===== config.mk =====
export PLATFORM = sky130hd
export DESIGN_NAME = hack_cpu
export DESIGN_NICKNAME = d
export VERILOG_FILES = /design/src/rtl/hack_pkg.sv /design/src/rtl/hack_cpu_alu.sv /design/src/rtl/hack_cpu.sv
export SDC_FILE = /design/constraint.sdc
export NUM_CORES = 1
export LEC_CHECK = 0
export ABC_AREA = 1
export BUFFER_PORTS_ARGS = -buffer_cell sky130_fd_sc_hd__buf_2
export CORE_ASPECT_RATIO = 0.9
export CORE_MARGIN = 2
export CORE_UTILIZATION = 50
export CTS_BUF_LIST = sky130_fd_sc_hd__clkbuf_4 sky130_fd_sc_hd__clkbuf_8
export DETAILED_ROUTE_END_ITERATION = 10
export GPL_TIMING_DRIVEN = 1
export PLACE_DENSITY = 0.8
export SLEW_MARGIN = 25
export SYNTH_ARGS = -nofsm -noshare
export SYNTH_HDL_FRONTEND = slang
export SYNTH_SLANG_ARGS = --single-unit

===== constraint.sdc =====
create_clock -name CLK -period 3.9 [get_ports CLK]
set_clock_uncertainty 0.05 [all_clocks]
set_input_delay 0.39 -clock CLK [delete_from_list [all_inputs] [get_ports CLK]]
set_output_delay 0.39 -clock CLK [all_outputs]
set_load 0.03 [all_outputs]

===== src/rtl/hack_pkg.sv =====
// Shared constants for the Hack CPU core: datapath widths and the bit
// positions of the fields inside a 16-bit Hack instruction.
package hack_pkg;

  localparam int WIDTH  = 16;
  localparam int ADDR_W = 15;

  // Instruction field positions (C-instruction layout 1xx a cccccc ddd jjj)
  localparam int IS_C    = 15;
  localparam int A_BIT   = 12;
  localparam int COMP_HI = 11;
  localparam int COMP_LO = 6;
  localparam int DEST_A  = 5;
  localparam int DEST_D  = 4;
  localparam int DEST_M  = 3;
  localparam int J_LT    = 2;
  localparam int J_EQ    = 1;
  localparam int J_GT    = 0;

endpackage


===== src/rtl/hack_cpu_alu.sv =====
// Hack ALU: purely combinational.
// Ports:
//   x_i, y_i     operands
//   zx_i..no_i   control bits (zero/negate x, zero/negate y, add-vs-and, negate out)
//   out_o        result
//   zr_o         result == 0
//   ng_o         result is negative (MSB set)
module hack_cpu_alu
  import hack_pkg::*;
(
  input  logic [WIDTH-1:0] x_i,
  input  logic [WIDTH-1:0] y_i,
  input  logic             zx_i,
  input  logic             nx_i,
  input  logic             zy_i,
  input  logic             ny_i,
  input  logic             f_i,
  input  logic             no_i,
  output logic [WIDTH-1:0] out_o,
  output logic             zr_o,
  output logic             ng_o
);

  logic [WIDTH-1:0] x0, x1, y0, y1, f_out;

  always_comb begin
    x0    = zx_i ? '0 : x_i;
    x1    = nx_i ? ~x0 : x0;
    y0    = zy_i ? '0 : y_i;
    y1    = ny_i ? ~y0 : y0;
    f_out = f_i ? (x1 + y1) : (x1 & y1);
    out_o = no_i ? ~f_out : f_out;
    zr_o  = (out_o == '0);
    ng_o  = out_o[WIDTH-1];
  end

endmodule


===== src/rtl/hack_cpu.sv =====
// Hack CPU core: decodes one instruction per valid cycle, holds A/D/PC and
// drives the ALU with X = D, Y = A or M.
// Ports:
//   CLK, RST_N   clock (rising edge), async active-low reset
//   INST         current instruction (ROM[PC])
//   INST_VALID   1 = retire INST this cycle, 0 = stall
//   IN_M         RAM[ADDRESS_M] read data (combinational)
//   OUT_M        ALU result / RAM write data
//   WRITE_M      RAM write enable (combinational, same cycle)
//   ADDRESS_M    data address, the pre-update A
//   PC           instruction address
module hack_cpu
  import hack_pkg::*;
#(
  parameter logic [ADDR_W-1:0] RESET_PC = '0
) (
  input  logic              CLK,
  input  logic              RST_N,
  input  logic [WIDTH-1:0]  INST,
  input  logic              INST_VALID,
  input  logic [WIDTH-1:0]  IN_M,
  output logic [WIDTH-1:0]  OUT_M,
  output logic              WRITE_M,
  output logic [ADDR_W-1:0] ADDRESS_M,
  output logic [ADDR_W-1:0] PC
);

  logic [WIDTH-1:0]  a_q, a_d, d_q, d_d;
  logic [ADDR_W-1:0] pc_q, pc_d;
  logic [WIDTH-1:0]  alu_out;
  logic              alu_zr, alu_ng;
  logic              is_c, take, wr;

  hack_cpu_alu u_alu (
    .x_i  (d_q),
    .y_i  (INST[A_BIT] ? IN_M : a_q),
    .zx_i (INST[COMP_HI]),
    .nx_i (INST[COMP_HI-1]),
    .zy_i (INST[COMP_HI-2]),
    .ny_i (INST[COMP_HI-3]),
    .f_i  (INST[COMP_LO+1]),
    .no_i (INST[COMP_LO]),
    .out_o(alu_out),
    .zr_o (alu_zr),
    .ng_o (alu_ng)
  );

  always_comb begin
    is_c = INST[IS_C];
    take = (INST[J_LT] & alu_ng) | (INST[J_EQ] & alu_zr) | (INST[J_GT] & ~alu_ng & ~alu_zr);
    a_d  = a_q;
    d_d  = d_q;
    pc_d = pc_q;
    wr   = 1'b0;
    if (INST_VALID) begin
      if (!is_c) begin
        a_d  = {1'b0, INST[ADDR_W-1:0]};
        pc_d = pc_q + 1'b1;
      end else begin
        if (INST[DEST_A]) a_d = alu_out;
        if (INST[DEST_D]) d_d = alu_out;
        wr   = INST[DEST_M];
        // Jump target is the A value from before this instruction's write.
        pc_d = take ? a_q[ADDR_W-1:0] : pc_q + 1'b1;
      end
    end
  end

  always_ff @(posedge CLK or negedge RST_N) begin
    if (!RST_N) begin
      a_q  <= '0;
      d_q  <= '0;
      pc_q <= RESET_PC;
    end else begin
      a_q  <= a_d;
      d_q  <= d_d;
      pc_q <= pc_d;
    end
  end

  assign OUT_M     = alu_out;
  assign WRITE_M   = wr & RST_N;  // never write RAM while held in reset
  assign ADDRESS_M = a_q[ADDR_W-1:0];
  assign PC        = pc_q;

endmodule


==> results.md, run 1 <==
- The flow ran to the end, and the final reports show no timing, DRC or antenna violations.
- The count of antenna-violating nets left after detailed routing is 0.
- The simple logic cell fraction of the synthesized area is 0.365.
- The critical path starts at a_q[0]$_DFFE_PN0P_.
- The combinational cell fraction of total power is 0.617.
- The launching point of the worst reg2reg path is a_q[0]$_DFFE_PN0P_.
- The deepest level of the CTS H-tree is 2.
- The number of warnings printed during yosys synthesis is 0.
- The total iterations of the first detailed-routing run is 5.
- The worst hold slack across all endpoints is 0.126 ns.
- The worst setup path is captured at a flop.
- The path category of the worst min-delay check is primary input to asynchronous set/reset pin.
- The tool flagged a number of max-cap violations equal to 0.
- Entering global routing, the biggest net connects 49 pins.
- The required time of the critical path is 4.05 ns.
- The top cell type's share of synthesized area is 0.246.
- The combined global-route utilization of all metal layers is 0.278.
- The minimum clock period after layout is 3.62 ns.
- Setup repair after global routing left no endpoint under its margin.
- The routed length on met3 is 1280 um.
- The sequential cell area fraction in the yosys report is 0.246.
- The post-detailed-route DRC marker count is 0.
- The clock slew seen by the registers of the worst setup and hold paths is roughly 0.10 ns.
- The initial core utilization is 0.519.
- The number of buffers created by CTS is 5.
- The final critical-path share of the clock period is 0.929.
- By area the synthesized netlist is led by sky130_fd_sc_hd__dfrtp_1 (25%), sky130_fd_sc_hd__nand2_1 (16%), sky130_fd_sc_hd__nand3_1 (10%).
- The tree is rooted in a sky130_fd_sc_hd__clkbuf_8.
- In this run the worst path has a maximum fanout of 6.
- 82 I/O pins were placed.
- The arrival time at the worst endpoint is 3.77 ns.
- At the pin with the least slew margin, the transition time is 0.866 ns.
- The number of global-route vias before repair is approximately 4.6k.
- The synthesized cell area is between 4000 and 5000 sq um.
- The area share of xor/xnor cells in the synthesized design is 0.0861.
- After detailed routing, the total wire length is between 10,000 and 15,000 um.
- For this design the ratio of total power to cell area is approximately 500 nW/um^2.
- The row count is 33.
- The clock latency on the worst-skew pair is 0.31 ns.
- Dividing the detail-routed via count by the number of cells gives roughly 5.3.
- The repair_antennas step left the layout with diodes totalling 0.
- The layout cell share with drive strength beyond 1 is 0.194.
- The detailed router used layers up to and including met4.
- The number of port buffers is 81.
- The final cell area excluding filler cells is approximately 5400 sq um.
- Summed over all layers, the global routing overflow is 0.
- The net count of the finished layout is 873.
- The maximum count of clock buffers along a single path is 2.
- The least setup slack across all paths after layout is about 0.28 ns.
- The internal portion of the total power is about 1.3 mW.
- The placed instances occupy a cell area of roughly 5200 sq um.
- The startpoint-to-endpoint class of the critical path is flop to flop.
- The max-slew violation total from the final report is 0.
- After detailed routing, the average wire length per cell comes to between 15 and 20 um.
- When the netlist entered floorplanning its net count stood at 808.
- By area, the combinational part of the netlist is dominated by simple AND/OR/NAND/NOR gates.
- Routability-driven placement finished with a final weighted congestion of 0.952.
- The detailed-route wire length on metal 1 is roughly 6600 um.
- Static timing analysis puts the maximum clock frequency at 276 MHz.
- Counting the fill cells in the layout gives 889.
- Once layout is complete, the utilization of the core stands at 0.587.
- The full die area is 10,400 sq um.
- From synthesis to final layout, the design area changed by 12.9%.
- The detailed router placed approximately 5.0k vias in this run.
- In this run, the number of DRC markers left after iteration 0 of detailed routing was ~470.
- The arithmetic-cell share of the synthesized area counting full adders, half adders and majority gates is 0.0487.
- The setup violation total in the final timing report is 0.
- The core footprint is ~9000 sq um.
- The routed design uses 6230 um of met2 wire.
- The width of the die is 107 um.
- After synthesis the netlist holds a flip-flop and latch count of 47.
- Buffers inserted to repair hold after CTS numbered 0.
- Measured against its own limit, the worst slew margin works out to 0.422.
- After synthesis, the share of cell area in mux cells is 0.
- The area fraction in compound gates after synthesis was 0.107.
- Of the total power, registers draw 0.262.
- TritonCTS built the clock tree.
- Synthesis produced a netlist whose cell count is 755.
- The number of distinct library cells after synthesis is 34.
- Summed over all failing endpoints, the final setup total negative slack is 0 ns.
- In this run the power spent charging and discharging nets is 1.41 mW.
- The worst ir drop on vdd is approximately 0.22 mV.
- The sink count of the clock tree is 47.
- The average size of a mapped cell is 6.34 sq um.
- The final number of hold-violating endpoints is 0.
- STA classifies the critical path startpoint as a flop.
- Before CTS, the worst setup slack after placement is 0.152 ns.
- Summed over all instances, the cell type with the most area after synthesis is sky130_fd_sc_hd__dfrtp_1.
- The detailed placer's ending HPWL is 11,000 um.
- The wire length of the first global-routing pass is 23,200 um.
- The number of antenna violations at the first check in global routing came to 0.
- The vertical die dimension is 96.8 um.
- Of the total power, the share spent switching nets is 0.523.
- The share of total power dissipated in the clock network is 0.121.
- The leakage power of the design is approximately 3.0 nW.
[cell families after synthesis]
group,count (synthesis)
AOI/OAI and AO/OA,99
xor gates and xnor gates,47
adders and majority gates,18
buffers and inverters,164
DFF,47
and+or+nand+nor,380
[repair_timing]
action	4_1_cts	5_1_grt
setup buffers	0	3
resized for setup	0	3
setup endpoints to repair	0	15
[registers in the layout, summed over array words and instances, names as in the netlist]
name  flops
a_q      16
PC       15
d_q      16
[power groups by stage]
stage | Combinational [mW] | Clock [mW] | Sequential [mW]
after floorplan | 1.17 | 0 | 0.788
after global placement | 1.60 | 0 | 0.712
after detailed placement | 1.62 | 0 | 0.715
after CTS | 1.63 | 0.329 | 0.706
after global routing | 1.86 | 0.351 | 0.727
final | 1.67 | 0.327 | 0.709
[worst paths after layout]
kind	slack, ns	end	cells past startpoint
min in group CLK	0.32	a_q[5]$_DFFE_PN0P_	3
max in group asynchronous	3.25	d_q[0]$_DFFE_PN0P_	2
worst min register to register	0.44	d_q[1]$_DFFE_PN0P_	2
worst min-delay path	0.13	a_q[13]$_DFFE_PN0P_	2
worst max-delay path	0.28	PC[10]$_DFFE_PN0P_	23
worst max register to register	0.28	PC[10]$_DFFE_PN0P_	23
[synth_stat cells, drive strengths merged]
cell,instances
o22ai,7
dfrtp,47
nor3,5
clkbuf,21
xnor2,3
o211ai,2
nand4,7
and2,3
nor2,24
inv,113
xor2,44
nor3b,3
nand2,228
o31ai,1
ha,17
or2,4
buf,26
o21ai,57
nand3,105
a21oi,32
fa,1
nand3b,1
clkinv,4
[cell usage in the layout, fill, tap and decap left out]
cell type / count
sky130_fd_sc_hd__buf_2: 81
sky130_fd_sc_hd__o211ai_1: 2
sky130_fd_sc_hd__clkinv_4: 1
sky130_fd_sc_hd__nand4_1: 7
sky130_fd_sc_hd__buf_4: 20
sky130_fd_sc_hd__clkinv_1: 4
sky130_fd_sc_hd__xor2_1: 44
sky130_fd_sc_hd__nor3_4: 1
sky130_fd_sc_hd__nand3_4: 1
sky130_fd_sc_hd__inv_1: 111
sky130_fd_sc_hd__o21ai_0: 56
sky130_fd_sc_hd__o21ai_1: 1
sky130_fd_sc_hd__nor3_1: 4
sky130_fd_sc_hd__a21oi_1: 32
sky130_fd_sc_hd__o31ai_1: 1
sky130_fd_sc_hd__nor2_2: 4
sky130_fd_sc_hd__nand3_2: 7
sky130_fd_sc_hd__clkbuf_8: 6
sky130_fd_sc_hd__nand2_8: 1
sky130_fd_sc_hd__clkinvlp_4: 1
sky130_fd_sc_hd__nand2_1: 201
sky130_fd_sc_hd__or2_2: 4
sky130_fd_sc_hd__nand3b_1: 1
sky130_fd_sc_hd__nor3b_1: 3
sky130_fd_sc_hd__nand3_1: 98
sky130_fd_sc_hd__fa_2: 1
sky130_fd_sc_hd__ha_1: 17
sky130_fd_sc_hd__inv_2: 2
sky130_fd_sc_hd__xnor2_1: 3
sky130_fd_sc_hd__nand2_4: 1
sky130_fd_sc_hd__nor2_1: 20
sky130_fd_sc_hd__buf_12: 2
sky130_fd_sc_hd__o22ai_1: 7
sky130_fd_sc_hd__and2_1: 3
sky130_fd_sc_hd__nand2_2: 26
sky130_fd_sc_hd__dfrtp_1: 47
[metal layers]
metal / GRT usage / up-vias
met3: 0.0425 / 20
met1: 0.424 / 2285
met2: 0.414 / 218
met5: 0 / -
met4: 0.0569 / 0
li1: - / 2508
[per-stage QoR]
stage                     cells  total power [mW]
after floorplan             755              1.95
after global placement      930              2.31
after detailed placement    930              2.34
after CTS                   938              2.66
after global routing        943              2.94
final                       943              2.71
[final cells by class]
cell class / count / area [sq um] / share of cell area
flip-flops and latches: 47 / 1180 / 0.218
inverters: 117 / 439 / 0.0813
repair buffers: 103 / 596 / 0.110
multi-input cells: 546 / 2940 / 0.544
clock buffers: 6 / 82.6 / 0.0153
clock inverters: 2 / 16.3 / 0.00301
well taps: 122 / 153 / 0.0283
[worst max-delay path, stage by stage, from the launching register on]
cell                      delay, ns
sky130_fd_sc_hd__dfrtp_1       0.36
sky130_fd_sc_hd__inv_1         0.10
sky130_fd_sc_hd__a21oi_1       0.15
sky130_fd_sc_hd__o21ai_0       0.11
sky130_fd_sc_hd__xor2_1        0.17
sky130_fd_sc_hd__ha_1          0.27
sky130_fd_sc_hd__fa_2          0.38
sky130_fd_sc_hd__nand2_1       0.08
sky130_fd_sc_hd__nand2_2       0.09
sky130_fd_sc_hd__nand3_2       0.08
sky130_fd_sc_hd__nand2_2       0.08
sky130_fd_sc_hd__nand2_1       0.08
sky130_fd_sc_hd__nand3_1       0.09
sky130_fd_sc_hd__nand2_1       0.08
sky130_fd_sc_hd__nand2_1       0.05
sky130_fd_sc_hd__nand2_1       0.14
sky130_fd_sc_hd__nand2_1       0.11
sky130_fd_sc_hd__nor3_4        0.18
sky130_fd_sc_hd__nand4_1       0.21
sky130_fd_sc_hd__buf_4         0.20
sky130_fd_sc_hd__nand3_2       0.10
sky130_fd_sc_hd__nand3_1       0.14
sky130_fd_sc_hd__nand3_1       0.13
sky130_fd_sc_hd__nand2_1       0.06
No activity file was read; power rests on OpenSTA's default activity.
==> run 2: changes to the inputs <==
RECOVER_POWER = 25   (was unset)
==> run 2 against run 1 <==
  * The run now ends with max-capacitance violations, max-slew violations left
  * Critical path depth stayed put
  * Worst setup slack better by 0.0082 ns
  * Count of clock-buffer cells in the layout unchanged
  * Sequential power about the same
  * Routed wire length hardly changed
  * First-iteration DRC count unchanged
  * Worst hold slack better by 0.19 ns
  * Power about the same
  * Register-to-register slack hardly changed
  * Critical endpoint unchanged
  * Largest cell class unchanged
  * Highest routed layer unchanged
==> results.md, run 2 (synthesized netlist as in run 1, its figures left out) <==
- The sink count of the clock tree is 47 (unchanged).
- The critical path in this run is classified as flop to flop.
- The clock slew seen by the registers of the worst setup and hold paths was 0.10 ns (about the same).
- The logic depth of the worst register-to-register path came to 23 (unchanged).
- The number of vias in the routed layout is 5,022 (-0.18%).
- The combinational cell fraction of total power is 0.617 (about the same).
- The final critical-path share of the clock period is 0.926 (-0.00210).
- The leakage power of the design is 2.99 nW (-0.12%).
- The count of antenna-violating nets left after detailed routing was 0 (unchanged).
- The peak per-stage delay on the critical path is 0.38 ns (about the same).
- STA classifies the critical path startpoint as a flop.
- The number of hold-repair buffers added at the cts stage is 0 (unchanged).
- The root buffer cell is sky130_fd_sc_hd__clkbuf_8.
- The sum of overflow across all layers after global routing is 0 (unchanged).
- The initial core utilization is 0.519 (unchanged).
- The cell family contributing the most delay on the critical path is simple AND/OR/NAND/NOR gates.
- The detailed placer's ending HPWL is 11,000 um (unchanged).
- The area growth from synthesis to layout was 12.8% (about the same).
- The total iterations of the first detailed-routing run is 5 (unchanged).
- The tightest min-delay check is of the primary input to flop type.
- The worst hold path endpoint is a_q[14]$_DFFE_PN0P_.
- The clock latency on the worst-skew pair was 0.31 ns (about the same).
- The number of buffers created by CTS is 5 (unchanged).
- The filler cell count is 890 (+0.11%).
- The vertical die dimension came to 96.8 um (unchanged).
- The fmax is 277 MHz (+0.23%).
- The maximum count of clock buffers along a single path is 2 (unchanged).
- The required time of the critical path is 4.05 ns (about the same).
- The run finished, with violations left.
- The minimum clock period after layout is 3.61 ns (-0.00821 ns).
- The count of routing violations after the opening detailed-route iteration is 466 (unchanged).
- The max-slew violation total from the final report came to 49 (+49).
- The top cell types in the final layout, fill and taps aside, are sky130_fd_sc_hd__nand2_1 (201), sky130_fd_sc_hd__inv_1 (111), sky130_fd_sc_hd__nand3_1 (98).
- The part of the power in the clock network is 0.121 (about the same).
- The deepest level of the CTS H-tree is 2 (unchanged).
- The wire length per cell is 15.1 um (about the same).
- The slowest stage of the critical path belongs to the cell sky130_fd_sc_hd__fa_2.
- The maximum fanout along the worst path is 6 (unchanged).
- The switching share of power is 0.523 (about the same).
- The boundary pin count was 82 (unchanged).
- Among the stages of the critical path, the cell type that occurs most often is sky130_fd_sc_hd__nand2_1.
- The count of inserted antenna diode cells is 0 (unchanged).
- The via count normalized by instance count is 5.33 (-0.18%).
- The combined global-route utilization of all metal layers was 0.278 (unchanged).
- The final sum of negative setup slack is 0 ns (unchanged).
- Setup repair after global routing left no endpoint under its margin.
- The worst path buffer plus inverter count is 2 (unchanged).
- The total power after layout is 2.71 mW (about the same).
- Leaving out fill and tap cells, the most frequent cell in the layout is sky130_fd_sc_hd__nand2_1.
- STA classifies the critical path endpoint as a flop.
- The wire length of the first global-routing pass is 23,200 um (unchanged).
- The critical path goes through inv_1 > a21oi_1 > o21ai_0 > xor2_1 > ha_1 > fa_2 > nand2_1 > nand2_2 > nand3_2 > nand2_2 > nand2_1 > nand3_1 > nand2_1 > nand2_1 > nand2_1 > nand2_1 > nor3_4 > nand4_1 > buf_4 > nand3_2 > nand3_1 > nand3_1 > nand2_1.
- The count of nets after finishing is 873 (unchanged).
- The placer congestion estimate is 0.952 (unchanged).
- The number of max-cap violations was 1 (+1).
- The launching point of the worst reg2reg path is a_q[0]$_DFFE_PN0P_.
- TritonCTS built the clock tree.
- The slack of the worst reg-to-reg path is 0.29 ns (about the same).
- The internal cell power is 1.29 mW (about the same).
- The sequential cell fraction of total power is 0.262 (about the same).
- The arrival time at the worst endpoint is 3.76 ns (about the same).
- The number of antenna violations at the first check in global routing is 0 (unchanged).
- The pin slew with the least headroom to its limit was 2.66 ns (+1.80 ns).
- The setup violation total in the final timing report is 0 (unchanged).
- The core footprint came to 9210 sq um (unchanged).
- The worst ir drop on vdd was 0.223 mV (about the same).
- The cell depth of the worst setup path is 23 (unchanged).
- The layout cell share with drive strength beyond 1 is 0.192 (-0.00122).
- The total routed wirelength is 14,300 um (about the same).
- The relative max-transition margin was -0.776 (-1.20).
- The maximum number of pins on one net before global-route repair is 49 (unchanged).
- The power density over the cells is 502 nW/um^2 (+0.13%).
- The post-detailed-route DRC marker count is 0 (unchanged).
- The row count was 33 (unchanged).
- The checks that failed: max-capacitance violations, max-slew violations.
- The full die area is 10,400 sq um (unchanged).
- The width of the die came to 107 um (unchanged).
- The final number of hold-violating endpoints came to 0 (unchanged).
- The worst register-to-register path ends at PC[10]$_DFFE_PN0P_.
- The number of global-route vias before repair came to 4,621 (unchanged).
- Counting instances, the worst hold path has a depth of 3.
- The worst hold path begins at INST[14].
- The number of port buffers came to 81 (unchanged).
- The reported net switching power is 1.42 mW (+0.14%).
run 2: cell types whose count changed in the layout (fill, tap and decap cells not counted), sizes merged:
cell    change
buf         -1
clkbuf      +1
run 2: what timing repair did:
| action | CTS | global route |
|---|---|---|
| setup endpoints to repair | 0 | 15 |
| resized for setup | 0 | 3 |
| buffers inserted | 0 | 3 |
run 2: worst max path at each step:
stage                   startpoint                  to  slack [ns]
2_1_floorplan             INST[10]   PC[0]$_DFFE_PN0P_        0.20
3_3_place_gp              INST[12]   PC[4]$_DFFE_PN0P_        0.19
3_5_place_dp              INST[12]   PC[4]$_DFFE_PN0P_        0.15
4_1_cts         a_q[0]$_DFFE_PN0P_   PC[2]$_DFFE_PN0P_        0.31
5_1_grt        a_q[10]$_DFFE_PN0P_   PC[4]$_DFFE_PN0P_       0.007
6_report        a_q[0]$_DFFE_PN0P_  PC[10]$_DFFE_PN0P_        0.29
run 2: cell type report:
| cell class | instances | area [sq um] | share of cell area |
|---|---|---|---|
| inverter | 117 | 439 | 0.0814 |
| sequential | 47 | 1180 | 0.218 |
| timing repair buffer | 103 | 592 | 0.110 |
| tap | 122 | 153 | 0.0283 |
| clock buffer | 6 | 82.6 | 0.0153 |
| multi-input combinational | 546 | 2940 | 0.545 |
| clock inverter | 2 | 16.3 | 0.00301 |
run 2: metal layers:
metal,share of wire,track usage,vias to the layer above
li1,-,-,2508
met1,0.46,0.424,2280
met2,0.44,0.414,216
met3,0.084,0.0425,18
met4,0.012,0.0569,0
met5,0,0,-
run 2: metrics by stage:
step | instances | cell area [sq um] | util | worst slack, ns | hold WS (ns)
3_5_place_dp | 930 | 5240 | 0.569 | 0.152 | 0.425
2_1_floorplan | 755 | 4780 | - | 0.196 | 0.0444
5_1_grt | 943 | 5400 | 0.586 | 0.00726 | 0.331
4_1_cts | 938 | 5340 | 0.580 | 0.313 | 0.143
6_report | 943 | 5400 | 0.586 | 0.287 | 0.318
3_3_place_gp | 930 | 5240 | 0.569 | 0.186 | 0.416
run 2: tightest hold or removal path, delay by kind of cell:
kind / cells / cell delay (ns)
AO/OA/AOI/OAI: 2 / 0.17
buffers and inverters: 1 / 0.07
run 2: power groups by stage:
| stage | clock network, mW | logic, mW | registers (mW) |
|---|---|---|---|
| floorplan | 0 | 1.17 | 0.788 |
| global placement | 0 | 1.60 | 0.712 |
| detailed placement | 0 | 1.62 | 0.715 |
| CTS | 0.329 | 1.63 | 0.706 |
| global route | 0.351 | 1.86 | 0.727 |
| finish | 0.329 | 1.67 | 0.709 |
